File: config.mk
export PLATFORM = sky130hd
export DESIGN_NAME = tx_frame_scheduler_flat
export DESIGN_NICKNAME = d
export VERILOG_FILES = /design/src/rtl/tx_frame_scheduler_pkg.sv /design/src/rtl/tx_frame_scheduler_if.sv /design/src/rtl/tx_frame_scheduler_byte_sel.sv /design/src/rtl/tx_frame_scheduler.sv /design/src/flat_wrapper.sv
export SDC_FILE = /design/constraint.sdc
export NUM_CORES = 1
export LEC_CHECK = 0
export CAP_MARGIN = 40
export CORE_MARGIN = 2
export CORE_UTILIZATION = 45
export CTS_CLUSTER_DIAMETER = 80
export CTS_CLUSTER_SIZE = 28
export DETAILED_ROUTE_END_ITERATION = 10
export PLACE_DENSITY = 0.66
export SLEW_MARGIN = 15
export SYNTH_ARGS = -nofsm -noshare
export SYNTH_HDL_FRONTEND = slang
export SYNTH_SLANG_ARGS = --single-unit
File: constraint.sdc
create_clock -name i_clk -period 3.4 [get_ports i_clk]
set_input_delay 0.51 -clock i_clk [delete_from_list [all_inputs] [get_ports i_clk]]
set_output_delay 0.51 -clock i_clk [all_outputs]
set_load 0.01 [all_outputs]
File: src/rtl/tx_frame_scheduler_pkg.sv
// tx_frame_scheduler shared types and constants.
// TX_FRAME_CHECKSUM_EN selects the 8-byte frame with trailing XOR byte.
package tx_frame_scheduler_pkg;

  localparam logic [7:0] HEADER_DEF = 8'hAA;
  localparam int DROP_CNT_W_DEF = 8;

  localparam int FRAME_LEN_CHK = 8;
  localparam int FRAME_LEN_NOCHK = 7;

`ifdef TX_FRAME_CHECKSUM_EN
  localparam int FRAME_LEN = FRAME_LEN_CHK;
`else
  localparam int FRAME_LEN = FRAME_LEN_NOCHK;
`endif

  localparam logic [2:0] LAST_IDX = 3'(FRAME_LEN - 1);

  typedef enum logic [1:0] {
    S_IDLE,
    S_ISSUE,
    S_HOLD,
    S_WAIT
  } state_e;

  typedef struct packed {
    logic [15:0] max_a;
    logic [15:0] min_a;
    logic [15:0] obs;
  } result_t;

  function automatic logic [7:0] chk_xor(
    input result_t r
  );
    return r.max_a[15:8] ^ r.max_a[7:0]
         ^ r.min_a[15:8] ^ r.min_a[7:0]
         ^ r.obs[15:8]   ^ r.obs[7:0];
  endfunction

endpackage

File: src/rtl/tx_frame_scheduler_if.sv
// Result strobe plus byte transmitter handshake.
// master drives results/busy, slave is the scheduler.
interface tx_frame_scheduler_if;

  logic        res_valid;
  logic [15:0] max_dist_angle;
  logic [15:0] min_dist_angle;
  logic [15:0] obs_alert;
  logic        tx_busy;
  logic        tx_start;
  logic [7:0]  tx_byte;

  modport master (
    output res_valid,
    output max_dist_angle,
    output min_dist_angle,
    output obs_alert,
    output tx_busy,
    input  tx_start,
    input  tx_byte
  );

  modport slave (
    input  res_valid,
    input  max_dist_angle,
    input  min_dist_angle,
    input  obs_alert,
    input  tx_busy,
    output tx_start,
    output tx_byte
  );

endinterface

File: src/rtl/tx_frame_scheduler_byte_sel.sv
// Frame byte mux: index + snapshot -> byte.
// TX_FRAME_CHECKSUM_EN adds the XOR byte at index 7.
module tx_frame_scheduler_byte_sel
  import tx_frame_scheduler_pkg::*;
#(
  parameter logic [7:0] HEADER = HEADER_DEF
) (
  input  result_t    i_snap,
  input  logic [2:0] i_idx,
  output logic [7:0] o_byte
);

  always_comb begin
    o_byte = 8'h00;
    case (i_idx)
      3'd0: o_byte = HEADER;
      3'd1: o_byte = i_snap.max_a[15:8];
      3'd2: o_byte = i_snap.max_a[7:0];
      3'd3: o_byte = i_snap.min_a[15:8];
      3'd4: o_byte = i_snap.min_a[7:0];
      3'd5: o_byte = i_snap.obs[15:8];
      3'd6: o_byte = i_snap.obs[7:0];
`ifdef TX_FRAME_CHECKSUM_EN
      3'd7: o_byte = chk_xor(i_snap);
`endif
      default: o_byte = 8'h00;
    endcase
  end

endmodule

File: src/rtl/tx_frame_scheduler.sv
// Result frame serialiser onto a start/busy byte transmitter.
// Frame length set by TX_FRAME_CHECKSUM_EN (see package).
module tx_frame_scheduler
  import tx_frame_scheduler_pkg::*;
#(
  parameter logic [7:0] HEADER = HEADER_DEF,
  parameter int DROP_CNT_W = DROP_CNT_W_DEF
) (
  input  logic                  i_clk,
  input  logic                  i_rst_n,
  tx_frame_scheduler_if.slave   bus,
  output logic                  o_frame_active,
  output logic [DROP_CNT_W-1:0] o_drop_count
);

  state_e r_state;
  state_e w_state_nxt;

  result_t r_active;
  result_t w_active_nxt;
  result_t r_pend;
  result_t w_pend_nxt;
  result_t w_in;

  logic       r_pend_full;
  logic       w_pend_full_nxt;
  logic [2:0] r_idx;
  logic [2:0] w_idx_nxt;
  logic       w_frame_end;
  logic       w_drop_inc;

  logic                  r_tx_start;
  logic [7:0]            r_tx_byte;
  logic                  r_frame_active;
  logic [DROP_CNT_W-1:0] r_drop;

  logic       w_tx_start_d;
  logic [7:0] w_tx_byte_d;
  logic       w_frame_active_d;
  logic [7:0] w_sel_byte;

  assign w_in = {bus.max_dist_angle,
                 bus.min_dist_angle,
                 bus.obs_alert};

  // Byte for the next ISSUE, so tx_byte is ready on entry.
  tx_frame_scheduler_byte_sel #(
    .HEADER (HEADER)
  ) u_sel (
    .i_snap (w_active_nxt),
    .i_idx  (w_idx_nxt),
    .o_byte (w_sel_byte)
  );

  always_ff @(posedge i_clk or negedge i_rst_n) begin
    if (!i_rst_n) begin
      r_state        <= S_IDLE;
      r_active       <= '0;
      r_pend         <= '0;
      r_pend_full    <= 1'b0;
      r_idx          <= 3'd0;
      r_tx_start     <= 1'b0;
      r_tx_byte      <= 8'h00;
      r_frame_active <= 1'b0;
      r_drop         <= '0;
    end else begin
      r_state        <= w_state_nxt;
      r_active       <= w_active_nxt;
      r_pend         <= w_pend_nxt;
      r_pend_full    <= w_pend_full_nxt;
      r_idx          <= w_idx_nxt;
      r_tx_start     <= w_tx_start_d;
      r_tx_byte      <= w_tx_byte_d;
      r_frame_active <= w_frame_active_d;
      if (w_drop_inc && (r_drop != '1))
        r_drop <= r_drop + 1'b1;
    end
  end

  always_comb begin
    w_state_nxt     = r_state;
    w_active_nxt    = r_active;
    w_pend_nxt      = r_pend;
    w_pend_full_nxt = r_pend_full;
    w_idx_nxt       = r_idx;
    w_frame_end     = 1'b0;
    w_drop_inc      = 1'b0;

    unique case (r_state)
      S_IDLE: begin
        if (bus.res_valid) begin
          w_active_nxt = w_in;
          w_idx_nxt    = 3'd0;
          w_state_nxt  = S_ISSUE;
        end
      end
      S_ISSUE: begin
        if (r_tx_start)
          w_state_nxt = S_HOLD;
      end
      S_HOLD: begin
        w_state_nxt = S_WAIT;
      end
      S_WAIT: begin
        if (!bus.tx_busy) begin
          if (r_idx != LAST_IDX) begin
            w_idx_nxt   = r_idx + 3'd1;
            w_state_nxt = S_ISSUE;
          end else begin
            w_frame_end = 1'b1;
          end
        end
      end
      default: w_state_nxt = S_IDLE;
    endcase

    // Frame end chains straight into the next frame.
    if (w_frame_end) begin
      w_idx_nxt = 3'd0;
      if (r_pend_full) begin
        w_active_nxt = r_pend;
        w_state_nxt  = S_ISSUE;
        if (bus.res_valid)
          w_pend_nxt = w_in;
        else
          w_pend_full_nxt = 1'b0;
      end else if (bus.res_valid) begin
        w_active_nxt = w_in;
        w_state_nxt  = S_ISSUE;
      end else begin
        w_state_nxt = S_IDLE;
      end
    end else if (bus.res_valid &&
                 (r_state != S_IDLE)) begin
      w_pend_nxt      = w_in;
      w_pend_full_nxt = 1'b1;
      w_drop_inc      = r_pend_full;
    end
  end

  always_comb begin
    w_tx_start_d     = (w_state_nxt == S_ISSUE)
                     && !bus.tx_busy;
    w_tx_byte_d      = r_tx_byte;
    w_frame_active_d = (w_state_nxt != S_IDLE);
    if (w_state_nxt == S_ISSUE)
      w_tx_byte_d = w_sel_byte;
  end

  assign bus.tx_start   = r_tx_start;
  assign bus.tx_byte    = r_tx_byte;
  assign o_frame_active = r_frame_active;
  assign o_drop_count   = r_drop;

endmodule

File: src/flat_wrapper.sv
// flat-port wrapper written by rule: the top's interface ports become plain ports
module tx_frame_scheduler_flat import tx_frame_scheduler_pkg::*;
#(
  parameter logic [7:0] HEADER = HEADER_DEF,
  parameter int DROP_CNT_W = DROP_CNT_W_DEF
)
  (i_clk, i_rst_n, o_frame_active, o_drop_count, bus_res_valid, bus_max_dist_angle, bus_min_dist_angle, bus_obs_alert, bus_tx_busy, bus_tx_start, bus_tx_byte);
  tx_frame_scheduler_if bus_i ();
  input  logic i_clk;
  input  logic i_rst_n;
  output logic o_frame_active;
  output logic [DROP_CNT_W-1:0] o_drop_count;
  input wire logic [$bits(bus_i.res_valid)-1:0] bus_res_valid;
  input wire logic [$bits(bus_i.max_dist_angle)-1:0] bus_max_dist_angle;
  input wire logic [$bits(bus_i.min_dist_angle)-1:0] bus_min_dist_angle;
  input wire logic [$bits(bus_i.obs_alert)-1:0] bus_obs_alert;
  input wire logic [$bits(bus_i.tx_busy)-1:0] bus_tx_busy;
  output wire logic [$bits(bus_i.tx_start)-1:0] bus_tx_start;
  output wire logic [$bits(bus_i.tx_byte)-1:0] bus_tx_byte;
  assign bus_i.res_valid = bus_res_valid;
  assign bus_i.max_dist_angle = bus_max_dist_angle;
  assign bus_i.min_dist_angle = bus_min_dist_angle;
  assign bus_i.obs_alert = bus_obs_alert;
  assign bus_i.tx_busy = bus_tx_busy;
  assign bus_tx_start = bus_i.tx_start;
  assign bus_tx_byte = bus_i.tx_byte;
  tx_frame_scheduler #(.HEADER(HEADER), .DROP_CNT_W(DROP_CNT_W)) u_core (.i_clk(i_clk), .i_rst_n(i_rst_n), .bus(bus_i), .o_frame_active(o_frame_active), .o_drop_count(o_drop_count));
endmodule
======== Yosys cells after proc, flatten, opt, wreduce, memory -nomap -nowiden ========
Cells that the tools add are included.
word-level totals
  logic and storage cells ................. 71
  register bits ........................... 120
  output and inout bits ................... 18
operators by class
  reductions and logical operators ........ 10
  equality and inequality tests ........... 14
  muxes and demuxes ....................... 32
  add/sub/neg operators ................... 2
operators with widths
  kind                                                    number
  two-way mux 48 bit                                      9
  case mux 8 bit (7 select lines)                         1
  two-way mux 2 bit                                       6
  two-way mux 3 bit                                       4
  two-way mux 1 bit                                       10
  equality test 3 bit (second input constant)             3
  adder 8 x 1 -> 8 bit (second input constant)            1
  inequality test 8 bit (second input constant)           1
  case mux 2 bit (4 select lines)                         1
  equality test 3 x 2 -> 1 bit (second input constant)    2
  case mux 3 bit (2 select lines)                         1
  nonzero test 2 bit                                      3
  equality test 2 x 1 -> 1 bit (second input constant)    2
  equality test 2 bit (second input constant)             2
  adder 3 x 1 -> 3 bit (second input constant)            1
  equality test 3 x 1 -> 1 bit (second input constant)    1
  logical AND 1 bit                                       3
  zero test 3 bit                                         1
  inequality test 3 bit (second input constant)           1
  AND reduction 3 bit                                     1
  zero test 2 bit                                         1
  inequality test 2 x 1 -> 1 bit (second input constant)  1
  inequality test 2 bit (second input constant)           1
  zero test 1 bit                                         1

======== Depth between registers and ports, before layout ========
Gate-level depths: netlist (run 1).
  word-level depth ........................ 7
  depth in mapped cells ................... 10
  mapped depth without buffers ............ 9

======== Cells and area by module ========
A second synthesis (run 1) with hierarchy kept.
unflattened totals
  cells, all modules ...................... 587
  area, all modules ....................... 6672.6 sq um
modules (own cells, without submodules)
  module                       cells an instance  area an instance (sq um)  times used
  tx_frame_scheduler           526                6206.0                    1
  tx_frame_scheduler_byte_sel  61                 466.7                     1

======== Least setup slack after synthesis (run 1) ========
OpenSTA, ideal clock, no wires.
  path kind ............................... register -> register
  from .................................... register u_core.r_state[0]
  to ...................................... register u_core.r_tx_byte[2], in the netlist u_core.bus.tx_byte[2]
  stages on the path, launching flop included .. 11
  buffers on the path ..................... 2
  arrival ................................. 2435 ps
  required time ........................... 3279 ps
  slack ................................... 844 ps
  cell sequence ........................... dfrtp_1 -> inv_1 -> ha_1 -> buf_4 -> nor3_2 -> o21a_1 -> o21ai_0 -> or4_4 -> buf_6 -> and2_4 -> a22o_1
between the ends
  word-level cells in the longest chain between the ends .. 6
RTL lines
  element                                                                  line                      source
  start: declaration                                                       tx_frame_scheduler.sv:16  state_e r_state;
  start signal: assignment                                                 tx_frame_scheduler.sv:67  r_state <= w_state_nxt;
  branches (longest 6 deep; another with case mux 8 bit (7 select lines))  -
  end signal: assignment                                                   tx_frame_scheduler.sv:73  r_tx_byte <= w_tx_byte_d;
  end: declaration                                                         tx_frame_scheduler.sv:33  logic [7:0] r_tx_byte;
Several ways; the timed one is not identified.
A chain may end at the register's enable or synchronous reset.

======== Worst setup path in the final report (run 1) ========
  from .................................... register u_core.r_state[1]
  to ...................................... register u_core.r_pend[27] (netlist bit)
between the ends
  word-level cells in the longest chain between the ends .. 4
RTL lines
  element                                                                        line                                                 source
  equality test 2 bit or nonzero test 2 bit (tied branches)                      tx_frame_scheduler.sv:89, tx_frame_scheduler.sv:134
  two-way mux 1 bit or logical AND 1 bit (tied branches)                         tx_frame_scheduler.sv:89, tx_frame_scheduler.sv:133
  inequality test 2 x 1 -> 1 bit (no source line), or another cell as far along  -
  AND reduction 3 bit (no source line)                                           -
  end signal: assignment                                                         tx_frame_scheduler.sv:69                             r_pend <= w_pend_nxt;
  end: declaration                                                               tx_frame_scheduler.sv:21                             result_t r_pend;
Several ways; a longest one is shown, not always the timed one.

==> metrics.md, run 1 <==
| Metric | Value |
|---|---|
| Outcome | `finished, final reports clean` |
| Cell Chain, Critical Path | `ha_1, and4b_1, nand2_1, nand3_2, buf_4, mux2_2` |
| Slew at the pin with the worst max-slew slack | `0.714 ns` |
| Pin count of the biggest net entering global routing | `65` |
| Share of synthesized flip-flops with an asynchronous set or reset | `100%` |
| Logic gate share of total power | `approximately 39%` |
| Horizontal die dimension | `128 um` |
| Total count of max-transition violations in the final report | `0` |
| Synth Register Bits | `120` |
| Master cell of the clock root buffer | `clkbuf_16` |
| Highest achievable clock rate | `between 300 and 400 MHz` |
| Area share of the largest cell type after synthesis | `43.5%` |
| Required arrival time at the worst endpoint | `around 3.7 ns` |
| Sum Neg Setup Slack | `0 ns` |
| Count of nets left with antenna violations after detail routing | `0` |
| Global-route wire length before repair | `29100 um` |
| Overall die area | `0.0164 mm^2` |
| IO buf count | `69` |
| Worst min-delay path class | `input port to asynchronous set/reset pin` |
| Cell type with the largest total area after synthesis | `dfrtp_1` |
| Diodes inserted | `0` |
| Num ports | `70` |
| Part of the power in registers | `35.6%` |
| Antenna violations before repair | `0` |
| Via count of the first global-routing pass | `5633` |
| Mapped Area | `0.00691 mm^2` |
| RSZ-0062 raised after global routing | `false` |
| Average cell area after synthesis | `10.5 um^2` |
| Half-perimeter wire length of the detailed placement result | `11900 um` |
| Total count of hold-check failures in the final report | `0` |
| Predominant post-synthesis flop cell | `dfrtp_1` |
| Crit-path leading delay family | `simple AND/OR/NAND/NOR gates` |
| Psw | `2460 uW` |
| Number of fill cells | `1301` |
| Worst-path clk slew | `0.06 ns` |
| Setup CP Type | `flop to flop` |
| Final routed wire length divided by cell count | `19.3 um` |
| Final clock skew | `between 0.007 and 0.008 ns` |
| Number of warnings issued by yosys | `0` |
| Clock Latency Late Sink | `around 0.42 ns` |
| Cell with the most instances after synthesis | `dfrtp_1` |
| Number of remaining DRC errors | `0` |
| Power density relative to cell area | `between 800 and 900 mW/mm^2` |
| Layout Nets | `772` |
| Mean number of vias per cell | `6.15` |
| Deepest level of the CTS H-tree | `4` |
| GRT Util Overall | `22.5%` |
| Minimum hold slack | `0.482 ns` |
| Layout Area Growth over Synthesis | `21.2%` |
| Worst-path fanout max | `48` |
| Tightest slew margin relative to the limit | `a little over half` |
| Sink Count | `120` |
| Number of search-and-repair iterations in the first detailed-routing pass | `5` |
| Synthesized net count | `718` |
| # rows | `45` |
| Crit start category | `flop` |
| Cell variety after synth | `66` |
| Number of post-CTS setup repair buffers | `0` |
| Int Power | `about 4600 uW` |
| Max-cap violations | `0` |
| Biggest cell delay along the critical path | `slightly above 0.6 ns` |
| CTS tree | `done` |
| Fraction of final layout cells sized beyond drive strength 1 | `16.7%` |
| Net switching fraction of the power | `a little over a third` |
| Final Wtd Congestion | `0.871` |
| Sequential fraction of the synthesis area | `43.5%` |
| Part of the power in the clock network | `approximately a quarter` |
| Leading post-synthesis cells by cell area | `dfrtp_1 43%, mux2i_1 11%, mux2_2 9.6%` |
| Number of flops mapped to enable cells by yosys | `0` |
| DRT Wirelength | `17600 um` |
| Die extent in y | `128 um` |
| Ranking of synthesized cells by instance count | `120 x dfrtp_1, 78 x mux2i_1, 59 x mux2_2, 45 x nor2_1, 38 x a211oi_1` |
| Vias | `5618` |
| Deepest clock path buffer count | `2` |
| Share of the clock period used by the worst path | `about 86%` |
| Setup Viol. Count Final | `0` |
| Final critical delay including setup and external delays | `between 2 and 3 ns` |
| Utilization of the core after routing | `55.5%` |
| Initial standard-cell utilization of the core | `between 40% and 50%` |
| Buffering stage count on the worst path with inverters included | `1` |
| P_leak | `~0.0037 uW` |
| Cts bufs inserted | `17` |
| Area inside the core boundary | `0.0151 mm^2` |
| CP Capture Type | `flop` |
| Critical path arrival | `3.23 ns` |
| GRT Residual Overflow | `0` |
| Worst VDD drop | `0.465 mV` |
| Drt first-iter violations | `505` |
| Gate Count Post-Synth | `658` |
| Slowest-stage cell, CP | `and4b_1` |
## power by group through the flow
| stage | combinational (uW) | clock [uW] | sequential (uW) |
|---|---|---|---|
| after global placement | 2630 | 0 | 2490 |
| after global routing | 3010 | 1920 | 2620 |
| after floorplan | 1940 | 0 | 2450 |
| after CTS | 2730 | 1870 | 2520 |
| final | 2740 | 1830 | 2530 |
| after detailed placement | 2720 | 0 | 2540 |
## final cells by class
cell class	count	area (um^2)	share of cell area (%)
Clock buffer	24	482	5.76
Clock inverter	8	119	1.42
Inverter	7	26.3	0.314
Multi-Input combinational cell	479	3630	43.4
Sequential cell	120	3000	35.9
Tap cell	188	235	2.81
Timing Repair Buffer	87	868	10.4
## registers in the layout (all words and copies together), names as in the netlist
| register | flops |
|---|---|
| u_core.bus.tx_byte | 8 |
| u_core.r_state | 2 |
| u_core.r_pend | 48 |
| u_core.r_active | 48 |
| u_core.r_idx | 3 |
| u_core.o_frame_active | 1 |
| u_core.bus.tx_start | 1 |
| u_core.r_pend_full | 1 |
| u_core.o_drop_count | 8 |
## routing by layer
| layer | GRT usage (%) | routed length, um | up-vias |
|---|---|---|---|
| met5 | 0 | 0 | - |
| met4 | 9.31 | 395 | 0 |
| met3 | 4.17 | 809 | 35 |
| met2 | 36.9 | 8540 | 176 |
| met1 | 29.5 | 7890 | 2826 |
| li1 | - | - | 2581 |
## logic make-up (layout without fill, tap and decap cells)
group           Yosys count  count (layout)  synth area share, %
buf+inv                  59             126                 3.99
fa+ha+maj                 8               8                 1.45
mux                     137             137                 20.9
simple gates            142             142                 10.7
xor+xnor                  8               8                 1.01
compound gates          184             184                 18.4
flops                   120             120                 43.5
## path summary, 6_finish.rpt
| check | start | to | slack, ns | cells past startpoint |
|---|---|---|---|---|
| setup / recovery | u_core.r_state[1]$_DFF_PN0_ | u_core.r_pend[27]$_DFFE_PN0P_ | 0.47 | 6 |
| hold / removal | i_rst_n | u_core.r_pend[19]$_DFFE_PN0P_ | 0.48 | 2 |
| setup reg to reg | u_core.r_state[1]$_DFF_PN0_ | u_core.r_pend[27]$_DFFE_PN0P_ | 0.47 | 6 |
| hold reg to reg | u_core.r_pend[46]$_DFFE_PN0P_ | u_core.r_pend[46]$_DFFE_PN0P_ | 0.50 | 1 |
| max in group asynchronous | i_rst_n | u_core.r_idx[0]$_DFF_PN0_ | 2.02 | 4 |
| min in group i_clk | u_core.r_pend[46]$_DFFE_PN0P_ | u_core.r_pend[46]$_DFFE_PN0P_ | 0.50 | 1 |
## repair_timing
item | 4_1_cts | 5_1_grt
resized for setup | 0 | 0
hold buffers | 0 | 1
endpoints found under the hold margin | 0 | 10
## placed cells by master (no fill, tap or decap), drive strengths merged, types with 6 or more instances in the layout
| cell type | netlist | routed |
|---|---|---|
| ha | 8 | 8 |
| o211ai | 16 | 16 |
| o21a | 6 | 6 |
| nor2 | 46 | 46 |
| and3 | 13 | 13 |
| nand3 | 7 | 7 |
| o22ai | 8 | 8 |
| buf | 27 | 19 |
| clkdlybuf4s50 | 0 | 67 |
| nor2b | 7 | 7 |
| nor3 | 6 | 6 |
| a211oi | 38 | 38 |
| mux2i | 78 | 78 |
| inv | 7 | 7 |
| nand2 | 29 | 29 |
| a22oi | 6 | 6 |
| clkbuf | 25 | 24 |
| o221ai | 7 | 7 |
| o21ai | 31 | 31 |
| a21boi | 7 | 7 |
| dfrtp | 120 | 120 |
| a21oi | 35 | 35 |
| nand2b | 9 | 9 |
| mux2 | 59 | 59 |
## stage by stage
step	power, uW	instance area, um^2	std cells	worst slack (ns)
floorplan	4390	6910	658	0.844
global placement	5120	7730	879	0.307
detailed placement	5260	7730	879	0.228
CTS	7120	8330	911	0.510
global route	7550	8370	913	0.297
finish	7100	8370	913	0.470
Note: power is estimated with default switching activity, not from simulation.
==> inputs of run 2 (changes only) <==
Settings changed: ABC_AREA from default to 1, PLACE_DENSITY 0.66 to 0.65.
==> run 2 against run 1 <==
Maximum frequency is 9.0% higher. First-iteration DRC count down 1.2%. Critical path depth increased by 8. Core utilization increased by 0.60 points. Worst hold slack got worse by 0.39 ns. Clock skew decreased by 0.0021 ns. Final area increased by 2.6%. Synthesized cell count increased by 56%. Clock power grew 4%. Die area is 3.0% higher. Largest power group unchanged.
==> metrics.md, run 2 <==
| Metric | Value |
|---|---|
| Synthesized net count | `1089` |
| Fraction of final layout cells sized beyond drive strength 1 | `9.43%` |
| DRT Wirelength | `~18000 um` |
| Cell with the most instances after synthesis | `nand2_1` |
| Final Wtd Congestion | `0.833` |
| Resized Gates After CTS | `0` |
| Initial standard-cell utilization of the core | `a little under half` |
| Logic gate share of total power | `roughly 40%` |
| Layout Area Growth over Synthesis | `20.5%` |
| Worst-path fanout max | `17` |
| Number of post-CTS setup repair buffers | `0` |
| Num ports | `70` |
| Deepest clock path buffer count | `2` |
| Power density relative to cell area | `853 mW/mm^2` |
| Mean number of vias per cell | `5.06` |
| Drt first-iter violations | `499` |
| Number of flops mapped to enable cells by yosys | `0` |
| Die extent in y | `approximately 130 um` |
| Worst VDD drop | `0.512 mV` |
| GRT Residual Overflow | `0` |
| Vias | `~6600` |
| Total count of hold-check failures in the final report | `0` |
| Number of hold buffers added after CTS | `0` |
| Pin count of the biggest net entering global routing | `60` |
| Critical path arrival | `roughly 3 ns` |
| Via count of the first global-routing pass | `6307` |
| Final critical delay including setup and external delays | `2.69 ns` |
| Part of the power in registers | `34.3%` |
| Number of warnings issued by yosys | `0` |
| CP Capture Type | `flop` |
| Setup Viol. Count Final | `0` |
| Psw | `~2900 uW` |
| Final clock skew | `0.00586 ns` |
| Largest registers | `u_core.r_active x48, u_core.r_pend x48` |
| Overall die area | `0.0168 mm^2` |
| Sum Neg Setup Slack | `0 ns` |
| GRT Util Overall | `approximately a quarter` |
| Gate Count Post-Synth | `1029` |
| Outcome | `finished, final reports clean` |
| Final std cells w/o fill | `1303` |
| Clock Latency Late Sink | `0.42 ns` |
| P_leak | `0.00432 uW` |
| Sink Count | `120` |
| Int Power | `4460 uW` |
| Area inside the core boundary | `~0.015 mm^2` |
| Antenna violations before repair | `0` |
| Half-perimeter wire length of the detailed placement result | `~12000 um` |
| Max-cap violations | `0` |
| Worst min-delay path class | `input port to asynchronous set/reset pin` |
| Share of synthesized flip-flops with an asynchronous set or reset | `100%` |
| Layout Nets | `1139` |
| Share of the clock period used by the worst path | `approximately four fifths` |
| Setup CP Type | `flop to flop` |
| Leading post-synthesis cells by cell area | `dfrtp_1 42%, nand2_1 17%, nor2_1 9.4%` |
| Crit start category | `flop` |
| RSZ-0062 raised after global routing | `false` |
| Predominant post-synthesis flop cell | `dfrtp_1` |
| Highest achievable clock rate | `between 300 and 400 MHz` |
| Final routed wire length divided by cell count | `14.0 um` |
| Mapped Area | `0.00712 mm^2` |
| Area share of the largest cell type after synthesis | `42.2%` |
| Cts bufs inserted | `17` |
| IO buf count | `69` |
| Global-route wire length before repair | `about 31000 um` |
| Number of placed instances with taps included | `about 1300` |
| Horizontal die dimension | `130 um` |
| Sequential fraction of the synthesis area | `42.2%` |
| Master cell of the clock root buffer | `clkbuf_16` |
| Cell variety after synth | `32` |
| Total count of max-transition violations in the final report | `0` |
| Net switching fraction of the power | `39.1%` |
| Ranking of synthesized cells by instance count | `323 x nand2_1, 178 x nor2_1, 120 x dfrtp_1, 84 x o21ai_0, 77 x inv_1` |
| Top library cells by usage in the layout, fill and taps aside | `323 x nand2_1, 178 x nor2_1, 119 x dfrtp_1, 84 x o21ai_0, 77 x inv_1` |
| Synth Register Bits | `120` |
| Number of remaining DRC errors | `0` |
| Most common library cell in the layout ignoring fill and taps | `nand2_1` |
| Average cell area after synthesis | `6.92 um^2` |
| Count of nets left with antenna violations after detail routing | `0` |
| # rows | `45` |
| Slew at the pin with the worst max-slew slack | `0.663 ns` |
| Tightest slew margin relative to the limit | `around 56%` |
| Diodes inserted | `0` |
| CTS tree | `done` |
| Required arrival time at the worst endpoint | `3.71 ns` |
| Deepest level of the CTS H-tree | `4` |
| Number of search-and-repair iterations in the first detailed-routing pass | `5` |
| Worst-path clk slew | `0.06 ns` |
| Cell type with the largest total area after synthesis | `dfrtp_1` |
| Part of the power in the clock network | `25.9%` |
==> run 2: cell count changes after synthesis, sizes merged, moves of 9 or more <==
cell    delta
a211oi    -38
o21ai     +61
mux2i     -78
mux2      -53
nand3     +67
nand2b     -9
inv       +76
a21oi      -9
nand2    +299
nand4     +14
and3      -13
nor2     +136
==> run 2: power groups by stage <==
stage	sequential (uW)	combinational, uW	clock [uW]
after detailed placement	2520	2890	0
after global placement	2510	2850	0
after global routing	2580	3340	1990
after CTS	2500	2920	1920
final	2510	2920	1900
after floorplan	2450	2070	0
==> run 2: final cells by class <==
class	count	area, um^2
multi-input combinational	767	3510
tap	211	264
inverter	83	314
fill	1438	6730
clock inverter	14	180
sequential	120	3000
timing repair buffer	90	873
clock buffer	18	439
==> run 2: metal layers <==
metal	vias to the layer above	global-route usage (%)	share of wire (%)
met5	-	0	0
met4	0	7.65	1.6
met3	26	4.63	3.6
met2	139	37.8	47
met1	3070	32.1	48
li1	3356	-	-
==> run 2: per-stage QoR <==
| step | util, % | setup slack (ns) | hold WS (ns) | area [um^2] | total power, uW |
|---|---|---|---|---|---|
| after floorplan | - | 1.45 | 0.214 | 7120 | 4520 |
| after global placement | 51.8 | 0.809 | 0.467 | 7940 | 5360 |
| after detailed placement | 51.8 | 0.731 | 0.473 | 7940 | 5410 |
| after CTS | 55.9 | 0.689 | 0.199 | 8560 | 7340 |
| after global routing | 56.1 | 0.392 | 0.115 | 8580 | 7920 |
| final | 56.1 | 0.711 | 0.0890 | 8580 | 7320 |
==> run 2: worst paths after layout <==
kind | to | cells after the start | from | slack (ns)
min reg2reg | u_core.r_pend[23]$_DFFE_PN0P_ | 2 | u_core.r_pend[23]$_DFFE_PN0P_ | 0.48
max | u_core.bus.tx_byte[1]$_DFFE_PN0N_ | 14 | u_core.r_state[0]$_DFF_PN0_ | 0.71
min in group i_clk | u_core.r_pend[23]$_DFFE_PN0P_ | 2 | u_core.r_pend[23]$_DFFE_PN0P_ | 0.48
max in group asynchronous | u_core.r_pend[46]$_DFFE_PN0P_ | 3 | i_rst_n | 2.67
max reg2reg | u_core.bus.tx_byte[1]$_DFFE_PN0N_ | 14 | u_core.r_state[0]$_DFF_PN0_ | 0.71
min | u_core.r_pend[31]$_DFFE_PN0P_ | 2 | i_rst_n | 0.09
==> run 2: cells by family after synthesis <==
kind of cell | count (synthesis) | share of synthesized area, %
and+or+nand+nor | 617 | 35.8
DFF | 120 | 42.2
xor gates and xnor gates | 7 | 0.861
AOI/OAI and AO/OA | 129 | 10.1
adders and majority gates | 8 | 1.41
buffers and inverters | 142 | 8.66
muxes | 6 | 0.949
==> run 2: critical path: stages (launching register included) <==
cell and delay [ns]:
dfrtp_1 0.41, inv_1 0.13, ha_1 0.60, nand2_1 0.18, nand2_1 0.12, nand2_1 0.07
nand3_2 0.08, nand2_1 0.23, buf_4 0.29, nand3_1 0.09, nand2_1 0.06, nor2_1 0.14
nand2_1 0.07, nand2_1 0.06, nand2_1 0.05
==> inputs of run 3 (changes only) <==
Clock period 3.4 ns to 2.7 ns, I/O delays scaled along.
==> run 3 against run 2 <==
Clock skew rose by 0.0020 ns. Routed wire length is 0.40% lower. Maximum frequency grew 15%. Non-clock buffer count rose by 5.
==> metrics.md, run 3 (synthesis results as in run 2) <==
| Metric | Value |
|---|---|
| Setup Viol. Count Final | `0` |
| Final Wtd Congestion | `0.898` |
| Pin count of the biggest net entering global routing | `79` |
| CP Capture Type | `flop` |
| Largest registers | `u_core.r_active x48, u_core.r_pend x48` |
| Slew at the pin with the worst max-slew slack | `0.510 ns` |
| Total count of hold-check failures in the final report | `0` |
| Worst-path clk slew | `0.06 ns` |
| Diodes inserted | `0` |
| Initial standard-cell utilization of the core | `46.5%` |
| Number of post-CTS setup repair buffers | `0` |
| Layout Nets | `1144` |
| Number of search-and-repair iterations in the first detailed-routing pass | `5` |
| Share of the clock period used by the worst path | `86.7%` |
| Clock Latency Late Sink | `0.41 ns` |
| Overall die area | `0.0168 mm^2` |
| Master cell of the clock root buffer | `clkbuf_16` |
| Num ports | `70` |
| CTS tree | `done` |
| Final routed wire length divided by cell count | `approximately 14 um` |
| Final clock skew | `0.00787 ns` |
| Antenna violations before repair | `0` |
| Deepest level of the CTS H-tree | `4` |
| Sink Count | `120` |
| Deepest clock path buffer count | `2` |
| Fraction of final layout cells sized beyond drive strength 1 | `9.57%` |
| Vias | `about 6600` |
| P_leak | `about 0.0044 uW` |
| Tightest slew margin relative to the limit | `66.0%` |
| Required arrival time at the worst endpoint | `2.99 ns` |
| Area taken by flip-flops and latches | `0.00300 mm^2` |
| RSZ-0062 raised after global routing | `false` |
| Power density relative to cell area | `1070 mW/mm^2` |
| Drt first-iter violations | `approximately 410` |
| Half-perimeter wire length of the detailed placement result | `11900 um` |
| Number of fill cells | `approximately 1500` |
| Resized Gates After CTS | `0` |
| Top library cells by usage in the layout, fill and taps aside | `323 x nand2_1, 178 x nor2_1, 119 x dfrtp_1, 84 x o21ai_0, 77 x inv_1` |
| IO buf count | `just under 70` |
| Final critical delay including setup and external delays | `2.34 ns` |
| Count of nets left with antenna violations after detail routing | `0` |
| Worst-path fanout max | `26` |
| Number of remaining DRC errors | `0` |
| Area used by multi-input combinational logic | `0.00351 mm^2` |
| Worst min-delay path class | `flop to flop` |
| Max-cap violations | `0` |
| Horizontal die dimension | `approximately 130 um` |
| # rows | `45` |
| Global-route wire length before repair | `30600 um` |
| Highest achievable clock rate | `427 MHz` |
| GRT Util Overall | `23.1%` |
| Layout Area Growth over Synthesis | `21.8%` |
| Via count of the first global-routing pass | `6139` |
| Total chip power | `9270 uW` |
| Setup CP Type | `flop to flop` |
| Mean number of vias per cell | `about 5` |
| DRT Wirelength | `18200 um` |
| Number of hold buffers added after CTS | `1` |
| Final std cells w/o fill | `1308` |
| Worst VDD drop | `0.558 mV` |
| Die extent in y | `130 um` |
| Total count of max-transition violations in the final report | `0` |
| GRT Residual Overflow | `0` |
| Critical path arrival | `2.63 ns` |
| Area inside the core boundary | `0.0153 mm^2` |
| Sum Neg Setup Slack | `0 ns` |
| Outcome | `finished, final reports clean` |
| Number of placed instances with taps included | `1275` |
| Most common library cell in the layout ignoring fill and taps | `nand2_1` |
| Cts bufs inserted | `17` |
| Crit start category | `flop` |
run 3: area by class of cell:
class | count | share of cell area, %
clock buffer | 25 | 5.94
clock inverter | 7 | 1.30
inverter | 83 | 3.62
multi-input combinational | 767 | 40.5
sequential | 120 | 34.6
tap | 211 | 3.04
timing repair buffer | 95 | 11.0
run 3: metal layers:
metal	global-route usage [%]	vias to the layer above	part of all wire, %
met1	31.2	2964	47
li1	-	3371	-
met3	5.70	26	5.6
met5	0	-	0
met4	7.40	0	1.9
met2	36.8	197	46
run 3: per-stage QoR:
step / setup slack, ns / hold slack [ns] / instance area [um^2] / util (%)
2_1_floorplan: 0.753 / 0.109 / 7120 / -
6_report: 0.359 / 0.481 / 8680 / 56.7
4_1_cts: 0.358 / 0.488 / 8680 / 56.7
3_5_place_dp: 0.195 / 0.416 / 8040 / 52.5
3_3_place_gp: 0.229 / 0.416 / 8040 / 52.5
5_1_grt: 0.131 / 0.504 / 8680 / 56.7
run 3: worst paths after layout:
path,startpoint,endpoint,slack [ns],cells after the start
worst max-delay path,u_core.r_state[1]$_DFF_PN0_,u_core.r_pend[10]$_DFFE_PN0P_,0.36,9
worst min-delay path,u_core.bus.tx_byte[0]$_DFFE_PN0N_,u_core.bus.tx_byte[0]$_DFFE_PN0N_,0.48,2
worst max register to register,u_core.r_state[1]$_DFF_PN0_,u_core.r_pend[10]$_DFFE_PN0P_,0.36,9
worst min register to register,u_core.bus.tx_byte[0]$_DFFE_PN0N_,u_core.bus.tx_byte[0]$_DFFE_PN0N_,0.48,2
max in group asynchronous,i_rst_n,u_core.r_active[25]$_DFF_PN0_,1.57,3
min in group asynchronous,i_rst_n,u_core.r_pend[35]$_DFFE_PN0P_,0.51,2
run 3: critical path, cell delays in order, from the launching register on:
cell and delay (ns):
dfrtp_1 0.44, ha_1 0.33, inv_2 0.09, nor2_4 0.12, nand2_4 0.09, inv_4 0.26, o21ai_1 0.19, o21ai_4 0.22
buf_4 0.34, o21ai_0 0.12
run 3: where the power goes:
group / internal [uW] / leakage, uW / total [uW] / switching (uW)
clock: 1590 / 0.000309 / 2400 / 802
combinational: 1470 / 0.00261 / 3730 / 2260
sequential: 2660 / 0.00146 / 3140 / 486
total: 5720 / 0.00438 / 9270 / 3550
